==> src/rtl/mu_buffer_sequencer.sv <==
// -----------------------------------------------------------------------------
// mu_buffer_sequencer
//
// Purpose
//   Sequences one 8-lane x SIZE-deep mu circular buffer that feeds one PE.
//   It sweeps every buffer row for a run-time number of passes. Rows are
//   offered to the PE over a valid/ready handshake, with first/last-row
//   framing flags. The block drives the buffer's read_en and keeps a mirror of
//   the buffer's read pointer in row_idx.
//
//   An abort does not reset the buffer. Instead, the block drains the buffer's
//   read pointer forward until it reaches row 0 again. This keeps the buffer
//   and the sequencer aligned for the next run.
//
// Handshake
//   pe_valid is high for every cycle in RUN. A row transfers (a "fire") on any
//   rising edge where pe_valid && pe_ready is high. buf_read_en is raised in
//   that same cycle, so the buffer advances with the transfer. The block never
//   reads ahead of the PE.
//
// Ports
//   clk          in   1       clock; all state updates on the rising edge
//   rst          in   1       asynchronous, active-high reset (shared with buffer)
//   start        in   1       begin a run; sampled in IDLE only
//   cfg_passes   in   PASS_W  number of full sweeps; latched on accepted start
//   abort        in   1       stop the run; sampled in RUN only
//   pe_ready     in   1       PE accepts the current row
//   pe_valid     out  1       current row is valid for the PE
//   buf_read_en  out  1       buffer read_en; advances the buffer read pointer
//   row_idx      out  ROW_W   mirror of the buffer read pointer
//   pass_idx     out  PASS_W  current pass number, 0-based
//   first_row    out  1       pe_valid && row_idx == 0
//   last_row     out  1       pe_valid && row_idx == SIZE-1
//   final_beat   out  1       last_row && pass_idx == passes_q-1
//   busy         out  1       state is RUN or DRAIN
//   done         out  1       one-cycle pulse in DONE
//   aborted      out  1       qualified by done; 1 = run ended by abort
//   dbg_state    out  2       current FSM state (IDLE=0, RUN=1, DRAIN=2, DONE=3)
// -----------------------------------------------------------------------------
module mu_buffer_sequencer #(
    parameter int SIZE   = 8,
    parameter int ROW_W  = $clog2(SIZE),
    parameter int PASS_W = 8
) (
    input  logic              clk,
    input  logic              rst,
    input  logic              start,
    input  logic [PASS_W-1:0] cfg_passes,
    input  logic              abort,
    input  logic              pe_ready,
    output logic              pe_valid,
    output logic              buf_read_en,
    output logic [ROW_W-1:0]  row_idx,
    output logic [PASS_W-1:0] pass_idx,
    output logic              first_row,
    output logic              last_row,
    output logic              final_beat,
    output logic              busy,
    output logic              done,
    output logic              aborted,
    output logic [1:0]        dbg_state
);

    typedef enum logic [1:0] {
        S_IDLE  = 2'd0,
        S_RUN   = 2'd1,
        S_DRAIN = 2'd2,
        S_DONE  = 2'd3
    } state_t;

    localparam logic [ROW_W-1:0]  LAST_ROW = ROW_W'(SIZE - 1);
    localparam logic [ROW_W-1:0]  ROW_ONE  = ROW_W'(1);
    localparam logic [PASS_W-1:0] PASS_ONE = PASS_W'(1);

    state_t            r_state;
    logic [ROW_W-1:0]  r_row;
    logic [PASS_W-1:0] r_pass;
    logic [PASS_W-1:0] r_passes;
    logic              r_aborted;

    state_t            w_state_nxt;
    logic [ROW_W-1:0]  w_row_nxt;
    logic [PASS_W-1:0] w_pass_nxt;
    logic [PASS_W-1:0] w_passes_nxt;
    logic              w_aborted_nxt;
    logic              w_read_en;

    logic              w_pe_valid;
    logic              w_fire;
    logic [ROW_W-1:0]  w_row_inc;
    logic              w_row_wrap;
    logic              w_last_row;
    logic              w_final_beat;
    logic [ROW_W-1:0]  w_row_after;

    // SIZE is a power of two, so the natural ROW_W-bit overflow is the wrap to row 0.
    assign w_row_inc    = r_row + ROW_ONE;
    assign w_row_wrap   = (r_row == LAST_ROW);
    assign w_pe_valid   = (r_state == S_RUN);
    assign w_fire       = w_pe_valid & pe_ready;
    assign w_last_row   = w_pe_valid & w_row_wrap;
    // RUN is only entered with r_passes >= 1, so r_passes-1 cannot underflow here.
    assign w_final_beat = w_last_row & (r_pass == (r_passes - PASS_ONE));
    // This is the row the buffer pointer will hold after this edge. An abort
    // uses it to decide whether a drain is still needed.
    assign w_row_after  = w_fire ? w_row_inc : r_row;

    always_ff @(posedge clk or posedge rst) begin
        if (rst) begin
            r_state   <= S_IDLE;
            r_row     <= '0;
            r_pass    <= '0;
            r_passes  <= '0;
            r_aborted <= 1'b0;
        end else begin
            r_state   <= w_state_nxt;
            r_row     <= w_row_nxt;
            r_pass    <= w_pass_nxt;
            r_passes  <= w_passes_nxt;
            r_aborted <= w_aborted_nxt;
        end
    end

    always_comb begin
        w_state_nxt   = r_state;
        w_row_nxt     = r_row;
        w_pass_nxt    = r_pass;
        w_passes_nxt  = r_passes;
        w_aborted_nxt = r_aborted;
        w_read_en     = 1'b0;

        case (r_state)
            S_IDLE: begin
                if (start) begin
                    w_passes_nxt  = cfg_passes;
                    w_row_nxt     = '0;
                    w_pass_nxt    = '0;
                    w_aborted_nxt = 1'b0;
                    // A zero-pass run issues no reads and completes at once.
                    w_state_nxt   = (cfg_passes == '0) ? S_DONE : S_RUN;
                end
            end

            S_RUN: begin
                w_read_en = w_fire;
                if (w_fire) begin
                    w_row_nxt = w_row_inc;
                    if (w_row_wrap) begin
                        w_pass_nxt = r_pass + PASS_ONE;
                    end
                end
                // A fire on the final beat completes the run. This holds even if
                // abort is raised in the same cycle.
                if (w_fire && w_final_beat) begin
                    w_aborted_nxt = 1'b0;
                    w_state_nxt   = S_DONE;
                end else if (abort) begin
                    w_aborted_nxt = 1'b1;
                    w_state_nxt   = (w_row_after == '0) ? S_DONE : S_DRAIN;
                end
            end

            S_DRAIN: begin
                // Step the buffer pointer forward until it reaches row 0 again.
                w_read_en = 1'b1;
                w_row_nxt = w_row_inc;
                if (w_row_wrap) begin
                    w_state_nxt = S_DONE;
                end
            end

            S_DONE: begin
                w_state_nxt = S_IDLE;
            end

            default: begin
                w_state_nxt = S_IDLE;
            end
        endcase
    end

    assign pe_valid    = w_pe_valid;
    assign buf_read_en = w_read_en;
    assign row_idx     = r_row;
    assign pass_idx    = r_pass;
    assign first_row   = w_pe_valid & (r_row == '0);
    assign last_row    = w_last_row;
    assign final_beat  = w_final_beat;
    assign busy        = (r_state == S_RUN) | (r_state == S_DRAIN);
    assign done        = (r_state == S_DONE);
    assign aborted     = (r_state == S_DONE) & r_aborted;
    assign dbg_state   = r_state;

endmodule

==> config.mk <==
export PLATFORM = sky130hd
export DESIGN_NAME = mu_buffer_sequencer
export DESIGN_NICKNAME = d
export VERILOG_FILES = /design/src/rtl/mu_buffer_sequencer.sv
export SDC_FILE = /design/constraint.sdc
export NUM_CORES = 1
export LEC_CHECK = 0
export ABC_AREA = 1
export CAP_MARGIN = 5
export CORE_ASPECT_RATIO = 2
export CORE_UTILIZATION = 31
export CTS_BUF_LIST = sky130_fd_sc_hd__clkbuf_8
export DETAILED_ROUTE_END_ITERATION = 8
export PLACE_DENSITY = 0.53
export SETUP_SLACK_MARGIN = 0.5
export SLEW_MARGIN = 20
export SYNTH_ARGS = -nofsm -noshare
export SYNTH_HDL_FRONTEND = slang
export SYNTH_SLANG_ARGS = --single-unit
==> constraint.sdc <==
create_clock -name clk -period 2.05 [get_ports clk]
set_input_delay 0.205 -clock clk [delete_from_list [all_inputs] [get_ports clk]]
set_output_delay 0.205 -clock clk [all_outputs]
set_load 0.05 [all_outputs]
# [Word-level counts from Yosys, hierarchy flattened]
# Cells that the tools add are included.
[totals] reg_bits=22 output_inout_bits=21 word_cells=55
[classes] n_addsub=3 n_eq_ne=10 muxes=19 n_bitwise=6 n_reduce_logical=12
[op_table] cell="$mux W8" count=3
[op_table] cell="$pmux W8 S2" count=1
[op_table] cell="$mux W2" count=5
[op_table] cell="$pmux W3 S3" count=1
[op_table] cell="$add A8 B1 Y8 const B" count=1
[op_table] cell="$eq A8 B8 Y1" count=1
[op_table] cell="$logic_not A8 Y1" count=1
[op_table] cell="$pmux W2 S4" count=1
[op_table] cell="$sub A8 B1 Y8 const B" count=1
[op_table] cell="$logic_not A3 Y1" count=2
[op_table] cell="$mux W3" count=2
[op_table] cell="$reduce_and A3 Y1" count=2
[op_table] cell="$and A1 B1 Y1" count=5
[op_table] cell="$eq A2 B2 Y1 const B" count=2
[op_table] cell="$mux W1" count=4
[op_table] cell="$ne A2 B1 Y1 const B" count=2
[op_table] cell="$ne A2 B2 Y1 const B" count=2
[op_table] cell="$pmux W1 S2" count=2
[op_table] cell="$reduce_and A2 Y1" count=2
[op_table] cell="$reduce_and A4 Y1" count=1
[op_table] cell="$add A3 B1 Y3 const B" count=1
[op_table] cell="$eq A3 B3 Y1 const B" count=1
[op_table] cell="$ne A3 B2 Y1 const B" count=1
[op_table] cell="$reduce_bool A3 Y1" count=1
[op_table] cell="5 further kinds" count=5

# [Depth between registers and ports, before layout]
[depth] word_depth=8 depth_mapped=13 mapped_depth_nobuf=13

# [Worst setup path after synthesis]
# Ideal clock, no wire load.
[synth_path] kind="reg-to-output" from="register r_state[0], in the netlist dbg_state[0]" to="output port final_beat" t_arrival_ns=3.486 setup_slack_ns=-1.641 stages_incl_launch_ff=8 n_path_buf=0 cell_sequence="dfrtp_1 ha_1 nand2_1 inv_2 nand3_1 nor2_1 nand3_1 nor4_1"
[synth_via] elab_chain_len=3
[synth_lines] item="from (decl)" line="75" rtl="state_t r_state;"
[synth_lines] item="from (signal assigned)" line="116" rtl="r_state <= w_state_nxt;"
[synth_lines] item="$eq A2 B1 Y1" line="99" rtl="assign w_pe_valid = (r_state == S_RUN);"
[synth_lines] item="named net pe_valid" line="51" rtl="output logic pe_valid,"
[synth_lines] item="$and A1 B1 Y1" line="101" rtl="assign w_last_row = w_pe_valid & w_row_wrap;"
[synth_lines] item="named net last_row" line="56" rtl="output logic last_row,"
[synth_lines] item="$and A1 B1 Y1" line="103" rtl="assign w_final_beat = w_last_row & (r_pass == (r_passes - PASS_ONE));"
[synth_lines] item="to (decl)" line="57" rtl="output logic final_beat,"
# The timed path passes the listed nets, and every way through them passes these cells.

# [Worst setup path after layout]
[layout_path] from="register r_state[1], in the netlist dbg_state[1]" to="output port final_beat"
[layout_via] elab_chain_len=3
[layout_lines] item="$eq A2 B1 Y1" line="99"
[layout_lines] item="$and A1 B1 Y1" line="101"
[layout_lines] item="$and A1 B1 Y1" line="103"
# Every way passes these cells.

==> summary.txt <==
Run status
  • Status: finished, violations left
  • Failing checks: setup timing

Pwr
  • Int Pwr: 0.00207 W
  • Peak supply drop: 1.10 mV
  • PwrDens: 1560 nW/um^2
  • Leakage: 1.25 nW
  • Clock Power Share: 0.066
  • Gate power share: 0.757
  • Switching fraction of total power: 0.506
  • Psw: 0.00213 W
  • Sequential share of power: 0.177

Setup path
  • Crit path max-delay family: simple AND/OR/NAND/NOR gates
  • Most used cell, CP: nand3_2
  • Reg2Reg Setup Slack: 0.04 ns
  • CP Launch Type: register
  • Worst EP required: 1.85 ns
  • Critical path, cell by cell: inv_4 -> ha_4 -> nand2_4 -> inv_8 -> nand3_2 -> nor2_2 -> nand3_2 -> buf_6 -> nor4_4 -> buf_12
  • R2r worst-path depth: 13
  • RR Endpoint: pass_idx[7]
  • Crit path capture type: output pin
  • Type of the worst setup path: reg -> out
  • CP arrival: 1.85 ns
  • CP max stage cell: dfrtp_2
  • Crit path max fanout: 3
  • CP bufs+invs: 4
  • Reg-to-Reg Start: dbg_state[0]
  • Worst path max stage delay: 0.43 ns

Cells and area
  • Sequential Area: 557 sq um
  • Share of cells above drive strength 1: 0.459
  • # fillers: 453
  • Fin cells: 334
  • Area occupied by multi-input gates: 1150 sq um
  • NumNets Final: 302
  • Commonest non-fill, non-tap cells in the layout: nand2_1 (30), inv_1 (25), buf_4 (19)
  • Most common cell after layout, fill and taps aside: nand2_1
  • N_diodes: 0
  • Fin area: 2700 sq um
  • Syn-to-layout area delta: 76.8%

Global route
  • Total GRT Usage: 0.210
  • Largest net degree at the start of global routing: 23
  • Initial antenna violation count: 0
  • Total gr overflow: 0
  • Vias in the first global route: 1,737
  • First-pass GRT wire length: 8110 um

Floorplan
  • Starting Density: 0.328
  • Core ar.: 4640 sq um
  • Die area: 5220 sq um
  • Die Span X: 51.6 um
  • Std-Cell Rows: 35
  • Die H: 101 um
  • Top Ports: 34

Yosys
  • Mapped Cells: 207
  • Yosys top cell by area: dfrtp_1
  • Sequential fraction of the synthesis area: 0.361
  • Syn_area_per_cell: 7.36 sq um
  • Synth area leaders: dfrtp_1 (36%), nand2_1 (10%), ha_1 (7.4%), inv_1 (7.4%), nand3_1 (6.2%)
  • Yosys warns: 0
  • Netlist Area Pre-Place: 1520 sq um
  • Syn nets: 229
  • Unique masters post-synth: 31
  • #FFs+latches synth: 22
  • Share of the synthesized area in the top cell type: 0.361

Clock network
  • Clk slew on worst S/H paths: 0.08 ns
  • Sink Count: 22
  • CTS Buf Count: 3
  • CTS Buffer Depth: 2
  • Clock latency on the worst-skew pair: 0.26 ns
  • Root Buffer: clkbuf_8
  • Hold buffer count at CTS: 0
  • # H-tree levels: 1
  • CTS tree: done

Drt
  • Detailed Routing Iterations Pass 1: 4
  • Remaining DRCs: 0
  • WL/cell: 15.2 um
  • Starting DRT DRC Count: 30
  • Vias: 1,679
  • Via-to-Cell Ratio: 5.03
  • ANT nets after route: 0
  • WL final: 5070 um

Timing
  • Final period util: 1.00
  • Final-report setup violation count: 1
  • Unrepaired setup endpoints after global routing: true
  • Setup TNS: -0.00486 ns
  • Slew Limit Headroom: 0.676
  • Slew at the pin with the worst max-slew slack: 0.488 ns
  • Final hold violations: 0
  • Clock skew: 0.00397 ns
  • Hold_ws: 0.276 ns
  • Worst setup margin: -0.00486 ns
  • Number of max-slew violations in the final report: 0
  • Max Clk Rate: 0.487 GHz
  • Min cycle time layout: 2.05 ns

Placement
  • Post-placement setup slack: 0.0271 ns
  • Area of placed instances: 2110 sq um
  • # port buffers: 33
  • DP Wirelength: 3600 um
  • GPL Wtd Cong: 0.823
  • Cell count after placement: 303

Min path
  • Min-delay worst type: in -> async

Run
  • Max-cap violations: 0
power by group through the flow:
stage,logic [W],clock network (W),registers [W]
5_1_grt,0.00342,0.000309,0.000757
3_3_place_gp,0.00217,0,0.000756
2_1_floorplan,0.00136,0,0.000916
3_5_place_dp,0.00218,0,0.000754
6_report,0.00318,0.000278,0.000742
4_1_cts,0.00282,0.000288,0.000741
metal layers:
layer / share of wire / global-route usage / vias to the layer above / wire length, um
met5: 0 / 0 / - / 0
met4: 0.031 / 0.0873 / 0 / 158
met3: 0.020 / 0.0180 / 12 / 100
met2: 0.62 / 0.431 / 33 / 3150
met1: 0.33 / 0.199 / 807 / 1660
li1: - / - / 827 / -
per-stage QoR:
stage               total power (W)  utilization
CTS                         0.00384        0.541
global route                0.00448        0.581
floorplan                   0.00228            -
finish                      0.00420        0.581
detailed placement          0.00293        0.455
global placement            0.00292        0.455
layout make-up:
type	instances	area share
clock buffers	3	0.0153
clock inverters	1	0.00139
inverters	37	0.0650
multi-input cells	146	0.428
flip-flops and latches	22	0.207
well taps	55	0.0255
repair buffers	69	0.256
repair inverters	1	0.00186
synth_stat cells:
cell type / count
o21ai_0: 16
a21o_1: 1
nand4_1: 1
nor4_1: 3
o2111ai_1: 1
o21ai_1: 6
xor2_1: 1
or2_1: 2
ha_1: 9
a31oi_1: 1
inv_1: 30
nand2_1: 42
xnor2_1: 4
dfrtp_1: 22
nand3_1: 19
inv_2: 7
o21ai_2: 1
o22ai_1: 3
a21oi_1: 6
nand2_2: 1
nor3b_2: 1
nor3b_1: 4
nor2_2: 1
buf_2: 1
or2_4: 1
nor3_1: 3
clkbuf_1: 1
nor3_4: 2
a22oi_1: 2
nand3_2: 1
nor2_1: 14
worst max path at each step:
| stage | start | end | slack, ns | cells after the start |
|---|---|---|---|---|
| finish | dbg_state[1] | final_beat | -0.005 | 10 |
| global route | dbg_state[0] | pass_idx[7] | -0.11 | 13 |
| CTS | row_idx[1] | final_beat | -0.02 | 10 |
| detailed placement | dbg_state[0] | pass_idx[7] | 0.03 | 12 |
| global placement | dbg_state[0] | pass_idx[7] | 0.1 | 12 |
| floorplan | dbg_state[1] | final_beat | -0.06 | 8 |
worst reg2reg max path: cells and delay by family, from the launching register on:
family / cells / cell delay, ns
AO/OA/AOI/OAI: 1 / 0.06
AND/OR/NAND/NOR: 8 / 1.04
buffers and inverters: 3 / 0.24
adder cells (fa/ha/maj): 1 / 0.15
flip-flops: 1 / 0.44
logic make-up (layout without fill, tap and decap cells):
| family | count (synthesis) | in the layout | share of synthesized area |
|---|---|---|---|
| buf+inv | 39 | 111 | 0.0969 |
| compound gates | 37 | 37 | 0.135 |
| flops | 22 | 22 | 0.361 |
| xor+xnor | 5 | 5 | 0.0287 |
| simple gates | 95 | 95 | 0.305 |
| fa+ha+maj | 9 | 9 | 0.0739 |
timing repair:
item	4_1_cts	5_1_grt
resized for setup	78	51
setup endpoints to repair	41	30
pin swaps	11	7
cloned	0	1
setup buffers	21	5
flip-flops by register name (all words and copies together) (netlist names):
signal,count
dbg_state,2
pass_idx,8
r_aborted,1
row_idx,3
r_passes,8
(Power assumes the default switching activity.)
